--- config.mk ---
export PLATFORM = sky130hd
export DESIGN_NAME = lcd_scanout
export DESIGN_NICKNAME = d
export VERILOG_FILES = /design/src/rtl/lcd_scanout.sv
export SDC_FILE = /design/constraint.sdc
export NUM_CORES = 1
export LEC_CHECK = 0
export CAP_MARGIN = 20
export CELL_PAD_IN_SITES_DETAIL_PLACEMENT = 0
export CELL_PAD_IN_SITES_GLOBAL_PLACEMENT = 1
export CORE_ASPECT_RATIO = 1.1
export CORE_UTILIZATION = 40
export CTS_BUF_LIST = sky130_fd_sc_hd__clkbuf_8
export CTS_CLUSTER_SIZE = 12
export DETAILED_ROUTE_END_ITERATION = 12
export PLACE_DENSITY = 0.81
export SLEW_MARGIN = 20
export SYNTH_ARGS = -nofsm -noshare
export SYNTH_HDL_FRONTEND = slang
export SYNTH_SLANG_ARGS = --single-unit
--- constraint.sdc ---
create_clock -name clk -period 1.9 [get_ports clk]
set_input_delay 0.38 -clock clk [delete_from_list [all_inputs] [get_ports clk]]
set_output_delay 0.38 -clock clk [all_outputs]
set_load 0.02 [all_outputs]
--- src/rtl/lcd_scanout.sv ---
`default_nettype none
// +----------------------------------------------------------------------------+
// | lcd_scanout: 640x480@60 VGA scanout of an RGB332 framebuffer to 24-bit RGB. |
// | Optional test pattern generator: define LCD_SCANOUT_TESTPAT_EN.             |
// | Revision: 1.0                                                               |
// +----------------------------------------------------------------------------+
module lcd_scanout #(
  parameter int H_ACTIVE = 640,
  parameter int H_FP     = 16,
  parameter int H_SYNC   = 96,
  parameter int H_BP     = 48,
  parameter int V_ACTIVE = 480,
  parameter int V_FP     = 10,
  parameter int V_SYNC   = 2,
  parameter int V_BP     = 33
) (
  input  logic        clk,
  input  logic        rst_n,
  input  logic        ce_pix,
`ifdef LCD_SCANOUT_TESTPAT_EN
  input  logic        testpat,
`endif
  output logic [18:0] vram_addr,
  output logic        vram_rd,
  input  logic [7:0]  vram_data,
  output logic [7:0]  r,
  output logic [7:0]  g,
  output logic [7:0]  b,
  output logic        hsync,
  output logic        vsync,
  output logic        hblank,
  output logic        vblank,
  output logic        de,
  output logic        frame_start
);

  localparam int c_h_total = H_ACTIVE + H_FP + H_SYNC + H_BP;
  localparam int c_v_total = V_ACTIVE + V_FP + V_SYNC + V_BP;
  localparam int c_hw      = $clog2(c_h_total);
  localparam int c_vw      = $clog2(c_v_total);

  localparam logic [c_hw-1:0] c_h_last = c_hw'(c_h_total - 1);
  localparam logic [c_hw-1:0] c_h_act  = c_hw'(H_ACTIVE);
  localparam logic [c_hw-1:0] c_hs_beg = c_hw'(H_ACTIVE + H_FP);
  localparam logic [c_hw-1:0] c_hs_end = c_hw'(H_ACTIVE + H_FP + H_SYNC);
  localparam logic [c_vw-1:0] c_v_last = c_vw'(c_v_total - 1);
  localparam logic [c_vw-1:0] c_v_act  = c_vw'(V_ACTIVE);
  localparam logic [c_vw-1:0] c_vs_beg = c_vw'(V_ACTIVE + V_FP);
  localparam logic [c_vw-1:0] c_vs_end = c_vw'(V_ACTIVE + V_FP + V_SYNC);
  localparam logic [18:0]     c_lin_last = 19'(H_ACTIVE * V_ACTIVE - 1);

  // Timing flag vector: {hsync, vsync, hblank, vblank, de, first_pixel}
  localparam int c_f_hs    = 5;
  localparam int c_f_vs    = 4;
  localparam int c_f_hb    = 3;
  localparam int c_f_vb    = 2;
  localparam int c_f_de    = 1;
  localparam int c_f_first = 0;
  localparam logic [5:0] c_flags_idle = 6'b111100;

  logic [c_hw-1:0] r_hcnt;
  logic [c_vw-1:0] r_vcnt;
  logic [18:0]     r_lin;
  logic [5:0]      r_flags0;
  logic [5:0]      r_flags1;
  logic [7:0]      r_pix;

  logic            w_h_act;
  logic            w_v_act;
  logic            w_active;
  logic            w_line_end;
  logic            w_frame_end;
  logic            w_fetch;
  logic [5:0]      w_flags;
  logic [7:0]      w_pix;

  assign w_h_act     = (r_hcnt < c_h_act);
  assign w_v_act     = (r_vcnt < c_v_act);
  assign w_active    = w_h_act & w_v_act;
  assign w_line_end  = (r_hcnt == c_h_last);
  assign w_frame_end = w_line_end & (r_vcnt == c_v_last);

  assign w_flags[c_f_hs]    = ~((r_hcnt >= c_hs_beg) && (r_hcnt < c_hs_end));
  assign w_flags[c_f_vs]    = ~((r_vcnt >= c_vs_beg) && (r_vcnt < c_vs_end));
  assign w_flags[c_f_hb]    = ~w_h_act;
  assign w_flags[c_f_vb]    = ~w_v_act;
  assign w_flags[c_f_de]    = w_active;
  assign w_flags[c_f_first] = (r_hcnt == '0) && (r_vcnt == '0);

`ifdef LCD_SCANOUT_TESTPAT_EN
  logic [7:0] r_tp_pix;
  logic [2:0] w_tp_hmid;
  logic [1:0] w_tp_hhi;
  logic [2:0] w_tp_vmid;

  assign w_tp_hmid = 3'(r_hcnt >> 3);
  assign w_tp_hhi  = 2'(r_hcnt >> 6);
  assign w_tp_vmid = 3'(r_vcnt >> 3);
  assign w_fetch   = w_active & ~testpat;
  assign w_pix     = testpat ? r_tp_pix : vram_data;

  // Grid colour travels with its stage-0 coordinates so it lands on the same pixel.
  always_ff @(posedge clk or negedge rst_n) begin
    if (!rst_n) begin
      r_tp_pix <= '0;
    end else if (ce_pix) begin
      r_tp_pix <= {w_tp_hmid, w_tp_vmid, w_tp_hhi};
    end
  end
`else
  assign w_fetch = w_active;
  assign w_pix   = vram_data;
`endif

  always_ff @(posedge clk or negedge rst_n) begin
    if (!rst_n) begin
      r_hcnt <= '0;
      r_vcnt <= '0;
    end else if (ce_pix) begin
      if (w_line_end) begin
        r_hcnt <= '0;
        r_vcnt <= w_frame_end ? '0 : r_vcnt + c_vw'(1);
      end else begin
        r_hcnt <= r_hcnt + c_hw'(1);
      end
    end
  end

  // Stage 0: issue the fetch; lin replaces y*H_ACTIVE+x and saturates defensively.
  always_ff @(posedge clk or negedge rst_n) begin
    if (!rst_n) begin
      r_lin     <= '0;
      vram_addr <= '0;
      vram_rd   <= 1'b0;
      r_flags0  <= c_flags_idle;
    end else if (ce_pix) begin
      r_flags0 <= w_flags;
      vram_rd  <= w_fetch;
      if (w_active) begin
        vram_addr <= r_lin;
        r_lin     <= (r_lin == c_lin_last) ? r_lin : r_lin + 19'd1;
      end else if (w_frame_end) begin
        r_lin <= '0;
      end
    end
  end

  // Stage 1: capture the pixel returned for the stage-0 address.
  always_ff @(posedge clk or negedge rst_n) begin
    if (!rst_n) begin
      r_pix    <= '0;
      r_flags1 <= c_flags_idle;
    end else if (ce_pix) begin
      r_pix    <= w_pix;
      r_flags1 <= r_flags0;
    end
  end

  // Stage 2: expand RGB332 by bit replication and blank outside the active area.
  always_ff @(posedge clk or negedge rst_n) begin
    if (!rst_n) begin
      r      <= '0;
      g      <= '0;
      b      <= '0;
      hsync  <= 1'b1;
      vsync  <= 1'b1;
      hblank <= 1'b1;
      vblank <= 1'b1;
      de     <= 1'b0;
    end else if (ce_pix) begin
      r      <= r_flags1[c_f_de] ? {r_pix[7:5], r_pix[7:5], r_pix[7:6]} : 8'h00;
      g      <= r_flags1[c_f_de] ? {r_pix[4:2], r_pix[4:2], r_pix[4:3]} : 8'h00;
      b      <= r_flags1[c_f_de] ? {r_pix[1:0], r_pix[1:0], r_pix[1:0], r_pix[1:0]} : 8'h00;
      hsync  <= r_flags1[c_f_hs];
      vsync  <= r_flags1[c_f_vs];
      hblank <= r_flags1[c_f_hb];
      vblank <= r_flags1[c_f_vb];
      de     <= r_flags1[c_f_de];
    end
  end

  // Pulse lasts one clk even when ce_pix is sparse.
  always_ff @(posedge clk or negedge rst_n) begin
    if (!rst_n) begin
      frame_start <= 1'b0;
    end else begin
      frame_start <= ce_pix & r_flags1[c_f_first];
    end
  end

endmodule
`default_nettype wire

==> impl_results.md <==
* # IOs at 61
* Placed Area at 0.00538 sq mm
* Clock root cell: clkbuf_8
* Largest net degree at the start of global routing at 36
* Total Power at 4.93 mW
* Max_slew headroom at 0.697
* Ys async rst share at 1.00
* # rows at 39
* Worst Slack Setup Final at -0.0910 ns
* Setup tns final at -0.324 ns
* Die Height at 111 microns
* Design area at 0.00571 sq mm
* Remaining DRCs at 0
* Post-synth EDFFs at 0
* Routed length on met3 at 442 microns
* Vias/cell at 5.15
* M1 WL at 4.47 mm
* Placer Congestion at 0.811
* Met2 routed WL at 4.74 mm
* Post-route ant nets at 0
* Diode count at 0
* Register area share after synthesis at 0.535
* Placed Cells at 664
* Detailed Route Iter0 Violations at 199
* RSZ-0062 raised after global routing: yes
* WP data arrival at 2.26 ns
* Top FF cell, synth: dfrtp_1
* Mapped Avg Cell Area at 9.93 sq um
* Die W at 101 microns
* Final Hold Vio Count at 0
* Finished Layout Cells at 689
* Clk slew on worst S/H paths at 0.10 ns
* Vias at 3546
* Crit share post-route at 1.05
* Buf+Inv Stages, Crit Path at 0
* Yosys warns at 0
* Pwr per Cell Area at 863 mW/mm^2
* Global-route wire length before repair at 16.3 mm
* Clk sinks at 92
* Die ar. at 0.0112 sq mm
* Grt ovf at 0
* Drt wl/cell at 14.3 microns
* CTS Buf Count at 9
* Crit path max-delay family: simple AND/OR/NAND/NOR gates
* Initial antenna violation count at 0
* Final Setup Violations at 8
* Fin util at 0.547
* Slowest cell delay on critical path at 0.54 ns
* Top routing layer used: met4
* Final net count at 557
* H-tree depth at 3
* Critical path peak fanout at 4
* Max-Cap Viols at 0
* Vias in the first global route at 3404
* Kind of end point of the critical path: flop
* CORE AREA at 0.0104 sq mm
* Peak Freq at 502 MHz
* Clock Latency Late Sink at 0.38 ns
* Port bufs at 60
* First-pass DRT Iterations at 4
* Clock tree from TritonCTS: yes
* DRT Wirelength at 9.83 mm
* Starting Density at 0.415
* Worst EP required at 2.17 ns
* Final Slew Violations at 0
* Syn Nets at 452
* Crit path time final at 1.99 ns
* Syn Std Cell Area at 0.00433 sq mm
* Outcome: complete, but fails checks
* Clk_skew at 0.0109 ns
* Leakage Power at 2.57 nW
* Violated checks: setup timing
* Peak supply drop at 0.448 mV
* GRT Total Usage at 0.185
* FF+latch count, synth at 92
* Path type of the worst setup path: flop to flop
* Synth-to-layout area growth at 31.9%
* Clock Path Buffers at 2
* Mapped Cells at 436
* Fraction of layout cells with a size suffix above 1 at 0.251
* Synth cell types at 52
* HPWL after detailed placement at 6.82 mm
* Slowest CP cell: or4_4
* Worst-path cell chain: or4_4, or3_4, o21ai_4, o21ai_2, mux2_4
* Worst hold path class: input port to flop
* Setup crit start kind: flop
* Worst slew pin tran at 0.455 ns
-- flip-flops by register name (all words and copies together) (netlist names), 2 cells and up --
| signal | flops |
|---|---|
| vram_addr | 19 |
| r_pix | 8 |
| r_lin | 19 |
| r | 3 |
| r_flags0 | 6 |
| r_hcnt | 10 |
| b | 2 |
| g | 3 |
| r_flags1 | 6 |
| r_vcnt | 10 |
-- worst paths after layout --
check / startpoint / endpoint / slack (ns) / depth (start not counted)
setup reg to reg: r_vcnt[8] / r_lin[0] / -0.09 / 5
hold / removal: ce_pix / r_flags0[4] / 0.37 / 3
setup / recovery: r_vcnt[8] / r_lin[0] / -0.09 / 5
min in group asynchronous: rst_n / r_vcnt[8] / 0.48 / 2
hold reg to reg: vram_addr[16] / vram_addr[16] / 0.48 / 2
max in group asynchronous: rst_n / vram_addr[16] / 0.90 / 3
-- worst register-to-register path, delay by kind of cell (launching register included) --
| kind | cells | cell delay (ns) |
|---|---|---|
| muxes | 1 | 0.26 |
| DFF | 1 | 0.39 |
| AOI/OAI and AO/OA | 2 | 0.28 |
| and+or+nand+nor | 2 | 0.96 |
-- repair_timing --
item | 4_1_cts | 5_1_grt
gates resized for setup | 11 | 19
hold buffers | 1 | 0
setup endpoints to repair | 22 | 27
cloned | 0 | 1
buffers inserted | 2 | 5
hold endpoints to repair | 18 | 0
pin swaps | 1 | 12
-- cells by family after synthesis --
logic type / synth area share
compound gates: 0.111
xor+xnor: 0.0202
fa+ha+maj: 0.0144
buf+inv: 0.0592
flops: 0.535
mux: 0.0601
simple gates: 0.200
-- synth_stat cells (all sizes together), types with 10 or more instances --
| library cell | instances | area [sq um] |
|---|---|---|
| a31oi | 12 | 75.1 |
| nor2 | 18 | 67.6 |
| clkbuf | 13 | 48.8 |
| dfrtp | 80 | 2000 |
| o21ai | 38 | 205 |
| dfstp | 12 | 315 |
| nand3 | 26 | 130 |
| inv | 16 | 60.1 |
| and3 | 10 | 62.6 |
| nand4 | 11 | 68.8 |
| nand2 | 81 | 304 |
| mux2 | 21 | 240 |
| buf | 21 | 144 |
-- layer usage --
metal	global-route usage	up-vias
met5	0	-
met4	0.0705	0
met3	0.0448	14
met2	0.291	90
met1	0.246	1709
li1	-	1733
-- report_power, final --
group          total, mW  internal [mW]  leakage [nW]  switching (mW)
Sequential          2.38           2.19          1.12           0.185
Combinational       1.26          0.620          1.35           0.645
Clock               1.29          0.505        0.0931           0.782
-- layout make-up --
type	instances	area [sq um]
Clock inverter	7	62.6
Sequential cell	92	2320
Timing Repair Buffer	127	1130
Inverter	17	63.8
Fill cell	948	4730
Clock buffer	9	124
Multi-Input combinational cell	294	1830
Tap cell	143	179
-- per-stage QoR --
stage               worst slack, ns  hold WS (ns)
floorplan                    -0.198        0.0844
global placement            -0.0834         0.357
detailed placement           -0.213         0.365
CTS                          -0.107         0.344
global route                 -0.147         0.382
finish                      -0.0910         0.373
-- cells in the final DEF, fill, tap and decap left out, types with 3 or more instances in the layout --
cell / instances
a21o_1: 5
a21oi_1: 7
a31oi_1: 12
a41oi_1: 3
and3_1: 10
and4_1: 3
buf_4: 62
clkbuf_8: 9
clkdlybuf4s50_1: 54
dfrtp_1: 80
dfstp_2: 12
dlygate4sd2_1: 4
ha_1: 5
inv_1: 15
inv_6: 4
mux2_2: 20
nand2_1: 80
nand3_1: 26
nand4_1: 11
nor2_1: 18
nor3_1: 3
nor4_1: 6
o21ai_0: 28
o21ai_1: 7
xnor2_1: 7
xor2_1: 3
Power figures use the tool's default switching activity.
